===== src/rtl/wb_regfile.sv =====
// rtl/wb_regfile.sv - MIPS-32 write-back stage, 32x32 register file and jump redirect register
module wb_regfile #(
  parameter int LINK_REG = 31
) (
  input  logic        Clk,
  input  logic        Reset,
  input  logic        RegWrite_WB,
  input  logic        MemtoReg_WB,
  input  logic [31:0] ReadData_WB,
  input  logic [31:0] ALUResult_WB,
  input  logic [4:0]  WriteReg_WB,
  input  logic        IsJal_WB,
  input  logic [1:0]  Jump_WB,
  input  logic [31:0] PC_WB,
  input  logic [27:0] out1_WB,
  input  logic [31:0] ReadData1_WB,
  input  logic [4:0]  ReadReg1_ID,
  input  logic [4:0]  ReadReg2_ID,
  output logic [31:0] ReadData1_ID,
  output logic [31:0] ReadData2_ID,
  output logic [31:0] WriteData_WB,
  output logic        Redirect,
  output logic [31:0] Target
);

  localparam logic [4:0] LINK_IDX = 5'(LINK_REG);

  localparam logic [1:0] JUMP_NONE = 2'b00;
  localparam logic [1:0] JUMP_ABS  = 2'b01;
  localparam logic [1:0] JUMP_REG  = 2'b10;

  logic [31:0] regs [0:31];
  logic [4:0]  write_idx;
  logic        commit;

  // Select the write-back value and destination; JAL overrides both
  always_comb begin
    WriteData_WB = ALUResult_WB;
    write_idx    = WriteReg_WB;
    if (IsJal_WB) begin
      WriteData_WB = PC_WB;
      write_idx    = LINK_IDX;
    end else if (MemtoReg_WB) begin
      WriteData_WB = ReadData_WB;
    end
    commit = (RegWrite_WB || IsJal_WB) && (write_idx != 5'd0);
  end

  // Read ports: $0 is hard zero, otherwise bypass the committing value over the stored one
  always_comb begin
    ReadData1_ID = regs[ReadReg1_ID];
    ReadData2_ID = regs[ReadReg2_ID];
    if (commit && (ReadReg1_ID == write_idx)) ReadData1_ID = WriteData_WB;
    if (commit && (ReadReg2_ID == write_idx)) ReadData2_ID = WriteData_WB;
    if (ReadReg1_ID == 5'd0) ReadData1_ID = 32'd0;
    if (ReadReg2_ID == 5'd0) ReadData2_ID = 32'd0;
  end

  // Register file commit; reset clears every entry and drops this cycle's write
  always_ff @(posedge Clk) begin
    if (!Reset) begin
      for (int i = 0; i < 32; i++) regs[i] <= 32'd0;
    end else if (commit) begin
      regs[write_idx] <= WriteData_WB;
    end
  end

  // Redirect pulse and held target, one cycle after the jump is seen in WB
  always_ff @(posedge Clk) begin
    if (!Reset) begin
      Redirect <= 1'b0;
      Target   <= 32'd0;
    end else begin
      case (Jump_WB)
        JUMP_ABS: begin
          Redirect <= 1'b1;
          Target   <= {PC_WB[31:28], out1_WB};
        end
        JUMP_REG: begin
          Redirect <= 1'b1;
          Target   <= ReadData1_WB;
        end
        default: Redirect <= 1'b0;
      endcase
    end
  end

  wire unused_none = (JUMP_NONE == 2'b00);

endmodule


===== config.mk =====
export PLATFORM = sky130hd
export DESIGN_NAME = wb_regfile
export DESIGN_NICKNAME = d
export VERILOG_FILES = /design/src/rtl/wb_regfile.sv
export SDC_FILE = /design/constraint.sdc
export NUM_CORES = 2
export LEC_CHECK = 0
export BUFFER_PORTS_ARGS = -buffer_cell sky130_fd_sc_hd__buf_2
export CORE_MARGIN = 1
export CORE_UTILIZATION = 50
export DETAILED_ROUTE_END_ITERATION = 10
export PLACE_DENSITY_LB_ADDON = 0.05
export SETUP_SLACK_MARGIN = 0.02
export SYNTH_ARGS = -nofsm -noshare
export SYNTH_HDL_FRONTEND = slang
export SYNTH_SLANG_ARGS = --single-unit

===== constraint.sdc =====
create_clock -name Clk -period 5.2 [get_ports Clk]
set_input_delay 0.52 -clock Clk [delete_from_list [all_inputs] [get_ports Clk]]
set_output_delay 0.52 -clock Clk [all_outputs]
set_load 0.01 [all_outputs]

# Word-level counts from Yosys, hierarchy flattened
# Memories as Yosys holds them, arrays and structs flattened.
# Cells that the tools add are included.
# word_totals
in_bits,178
mem_bits_rw,1024
rom_bits,0
wordCells,33
register_bits,33
latch_bits,0
n_memories,1
out_inout_bits,129
# classes
reduce_logical,10
n_lt_le_gt_ge,0
mux,16
bitwise_logic,0
addsub,0
multipliers,0
div_mod_pow,0
shifts,0
eq_ne,4
# mem_list
memory,words,width,rd,rd_ports_with_merged_regs,write_ports,line_no,text
regs,32,32,2,0,32,32,logic [31:0] regs [0:31];
# op_table
op,count
32-bit two-way mux,7
32-bit case mux with 2 select lines,1
32-bit OR reduction,1
5-bit equality test,2
5-bit zero test,2
5-bit two-way mux,2
1-bit two-way mux,6
5-bit nonzero test,1
1-bit logical AND,3
"2-bit by 1-bit equality test with 1-bit output, second input constant",1
"2-bit equality test, second input constant",1
2-bit nonzero test,1
2-bit OR reduction,1
1-bit logical OR,1

# Depth between registers and ports, before layout
# logic_depth
ltp_word,8
depth_mapped,10
depth_no_buf,6

# Worst setup path before layout
# OpenSTA, ideal clock, no wires.
# synth_path
path_type,input to register
startpoint,input port WriteReg_WB[2]
endpoint,memory regs[1][0] (enable)
path_buffers,2
required_ns,4.811
setup_time_ns,0.389
slack_ns,2.289
path_stages,5
t_arrival_ns,2.521
cell_sequence,buf_2 -> nor4_1 -> nand2_1 -> clkbuf_1 -> nand2_1
# synth_rtl
item,line_no,text
from (decl),11,"input logic [4:0] WriteReg_WB,"
to (decl),32,

# Worst setup path in the final report
# layout_path
startpoint,input port ReadReg1_ID[1]
endpoint,output port ReadData1_ID[31]
# layout_between
elab_chain_len,4
elab_cells_between_ends,6
cone_classes,eq/ne (1); mux (2); reduce/logical (2); memory (1)
# layout_lines
item,line_no,text
from (decl),17,"input logic [4:0] ReadReg1_ID,"
"parallel branches: the longest is 3 deep, another holds memory read 32 x 32 bit",n/a,
32-bit two-way mux (*),55,if (ReadReg1_ID == 5'd0) ReadData1_ID = 32'd0;
to (decl),19,"output logic [31:0] ReadData1_ID,"
# Every way passes the cells marked *.

==> impl_results.md <==
* Unrepaired setup endpoints after global routing: no
* Via/cell ratio at between 6 and 7
* Starting density of the core at 50.60%
* Top cells by count, synth: nor2_1 (1,097), edfxtp_1 (1,024), mux4_2 (504), clkbuf_1 (188), buf_2 (170)
* EDFF count, synth at between 1,000 and 1,500
* Yosys cell types at between 50 and 60
* Clock Sinks at 1,057
* Post-CTS setup buffer count at 0
* Design Power at between 20 and 25 mW
* Async S/R FF share, synth at 0%
* TritonRoute pass-1 iters at 5
* Pins Over Slew Limit at 0
* Worst Skew at 0 ps
* P_int at between 15 and 20 mW
* Critical path required time at around 4700 ps
* HPWL after detailed placement at about 110,000 um
* Sequential cell area fraction in the yosys report at 57.74%
* Worst-Skew Late Latency at ~700 ps
* Share of layout cells above drive strength 1 at between 30% and 40%
* Max_cap viols at 0
* Layout net count at around 4,200
* Worst vdd ir at about 0.29 mV
* Initial antenna violation count at 10
* Core Region at approximately 110,000 um2
* Worst-Margin Slew at between 1000 and 1500 ps
* Yosys warns at 0
* Cell count after synthesis at ~3,900
* Total grt overflow at 0
* Final cell count without fillers at roughly 5,500
* Max Freq at 240.8 MHz
* Inserted Clock Buffers at 115
* Port bufs at just over 300
* Maximum clock path buffer count at 3
* Pwr per Cell Area at about 350 nW/um2
* Worst setup margin at 1048 ps
* Vias at 37,650
* Pin count of the biggest net entering global routing at around 110
* WL final at ~200,000 um
* Cell with the most instances after synthesis: nor2_1
* Worst min path class: in -> reg
* Fin crit share at 79.85%
* Synth top area cells: edfxtp_1 (57%), mux4_2 (21%), nor2_1 (7.6%), mux2i_1 (2.0%), buf_2 (1.6%)
* Hold_buf cts at 0
* Leakage at around 22 nW
* Element type at the critical path start: primary input
* Logic pwr share at 13.3%
* Post_cts resized at 0
* Area leader, netlist: edfxtp_1
* # placed instances at between 5,000 and 6,000
* Status: finished clean
* Die Area at around 110,000 um2
* Yosys top cell area share at between 50 and 60%
* Setup TNS at 0 ps
* GRT Resource Usage Total at 35.61%
* Synthesized area per cell at around 14 um2
* First DRT Iteration DRCs at approximately 5,100
* Fin. Hold Viols at 0
* Period minus WS final at 4152 ps
* GPL Wtd Cong at ~0.85
* Sw frac at between 20% and 30%
* Clk pwr share at a little under 40%
* DP Area at approximately 58,000 um2
* H-tree depth at 3
* Synth Flop Type: edfxtp_1
* Die Width at 331.8 um
* CTS tree: built
* Cell row count at 120
* Synth Register Bits at roughly 1,100
* Synth Cell Area at ~54,000 um2
* Remaining antenna violation count at 0
* Sequential power share at around 47%
* Pre-CTS setup slack at 1141 ps
* Area Growth Syn to Fin at 12.65%
* Die Ht at ~330 um
* Root buf cell: clkbuf_16
* DRC at 0
* Crit path capture type: output port
* Final instance area at a little over 60,000 um2
* Clock transition at path regs at around 60 ps
* Reg2Reg Depth at 2
* Rel. slew slack at approximately 7.4%
* Worst Path Arrival at roughly 3600 ps
* Hold Crit Depth at 5
* Global-route wire length before repair at ~270,000 um
* I/O Pins at between 300 and 400
* # setup viols final at 0
* Crit Path Max Fanout at 71
* Vias in the first global route at between 30,000 and 40,000
* Wire length per cell after detailed routing at between 30 and 40 um
* Crit Path Class: in -> out
* NetSw at between 5 and 6 mW
==> critical path, cell delays in order <==
cell	delay, ps
buf_8	420
nor3_1	90
a21oi_1	130
o21ai_0	160
o211ai_4	920
o31ai_4	440
o22ai_1	530
buf_2	230
==> power by group through the flow <==
stage | combinational, mW | sequential (mW) | clock [mW]
2_1_floorplan | 1.79 | 10.1 | 0
6_report | 2.82 | 10.0 | 8.32
3_3_place_gp | 2.79 | 10.2 | 0
5_1_grt | 2.94 | 10.1 | 8.63
3_5_place_dp | 2.80 | 10.2 | 0
4_1_cts | 2.80 | 10.0 | 8.34
==> registers in the layout, indices dropped and copies added (netlist names) <==
| register | flops |
|---|---|
| regs | 1024 |
| Target | 32 |
| Redirect | 1 |
==> stage by stage <==
stage	hold slack, ps	util [%]
finish	165.5	57.00
global placement	463.5	53.49
CTS	135.3	56.99
floorplan	523.8	-
detailed placement	469.8	53.49
global route	173.3	56.99
==> cell usage in the layout (no fill, tap or decap), types with 6 or more instances in the layout <==
cell type  synthesis  layout
nor2_1          1097    1097
edfxtp_1        1024    1024
mux4_2           504     504
buf_2            170     299
buf_4             20     142
o22ai_1          132     132
clkbuf_16          0     119
mux2i_1          107     107
a21oi_1          135     103
nand2_2            0      64
nor2b_1           37      37
or4_1             34      34
dfxtp_1           33      33
inv_1             33      33
a22oi_1           33      33
nand3_1           34      33
conb_1             1      32
a21oi_2            0      31
o221ai_1          31      31
o22ai_2           31      31
clkinv_1           1      29
o221a_1           28      28
clkinv_2           0      22
clkbuf_1         188      22
buf_12             8      21
bufinv_16          0      13
nand2_1           74      10
nor3_1             8       7
a211oi_1           6       6
==> path summary, 6_finish.rpt <==
path / startpoint / end / slack, ps
max: ReadReg1_ID[1] / ReadData1_ID[31] / 1050
min: out1_WB[25] / Target[25] / 170
max reg2reg: Target[30] / Target[30] / 4540
min reg2reg: Target[13] / Target[13] / 480
==> logic make-up after synthesis <==
| group | synth area share (%) |
|---|---|
| AO/OA/AOI/OAI | 5.327 |
| flip-flops | 57.74 |
| AND/OR/NAND/NOR | 9.831 |
| adder cells (fa/ha/maj) | 0.02300 |
| other | 0.006894 |
| multiplexers | 22.84 |
| XOR/XNOR | 0.06442 |
| buffers and inverters | 4.170 |
==> area by class of cell <==
type | instances | area [um2]
diodes | 4 | 10.01
clock buffers | 146 | 3120
clock inverters | 68 | 645.6
fillers | 8698 | 46230
inverters | 34 | 128.9
multi-input cells | 2371 | 21160
flip-flops and latches | 1057 | 31410
well taps | 1403 | 1755
repair buffers | 466 | 3043
==> per-layer routing <==
metal	global-route usage, %	wire length, um
met4	15.47	9258
met1	46.94	72610
met2	56.55	92960
met5	0.7382	225
met3	8.547	21630
(Power assumes the default switching activity.)
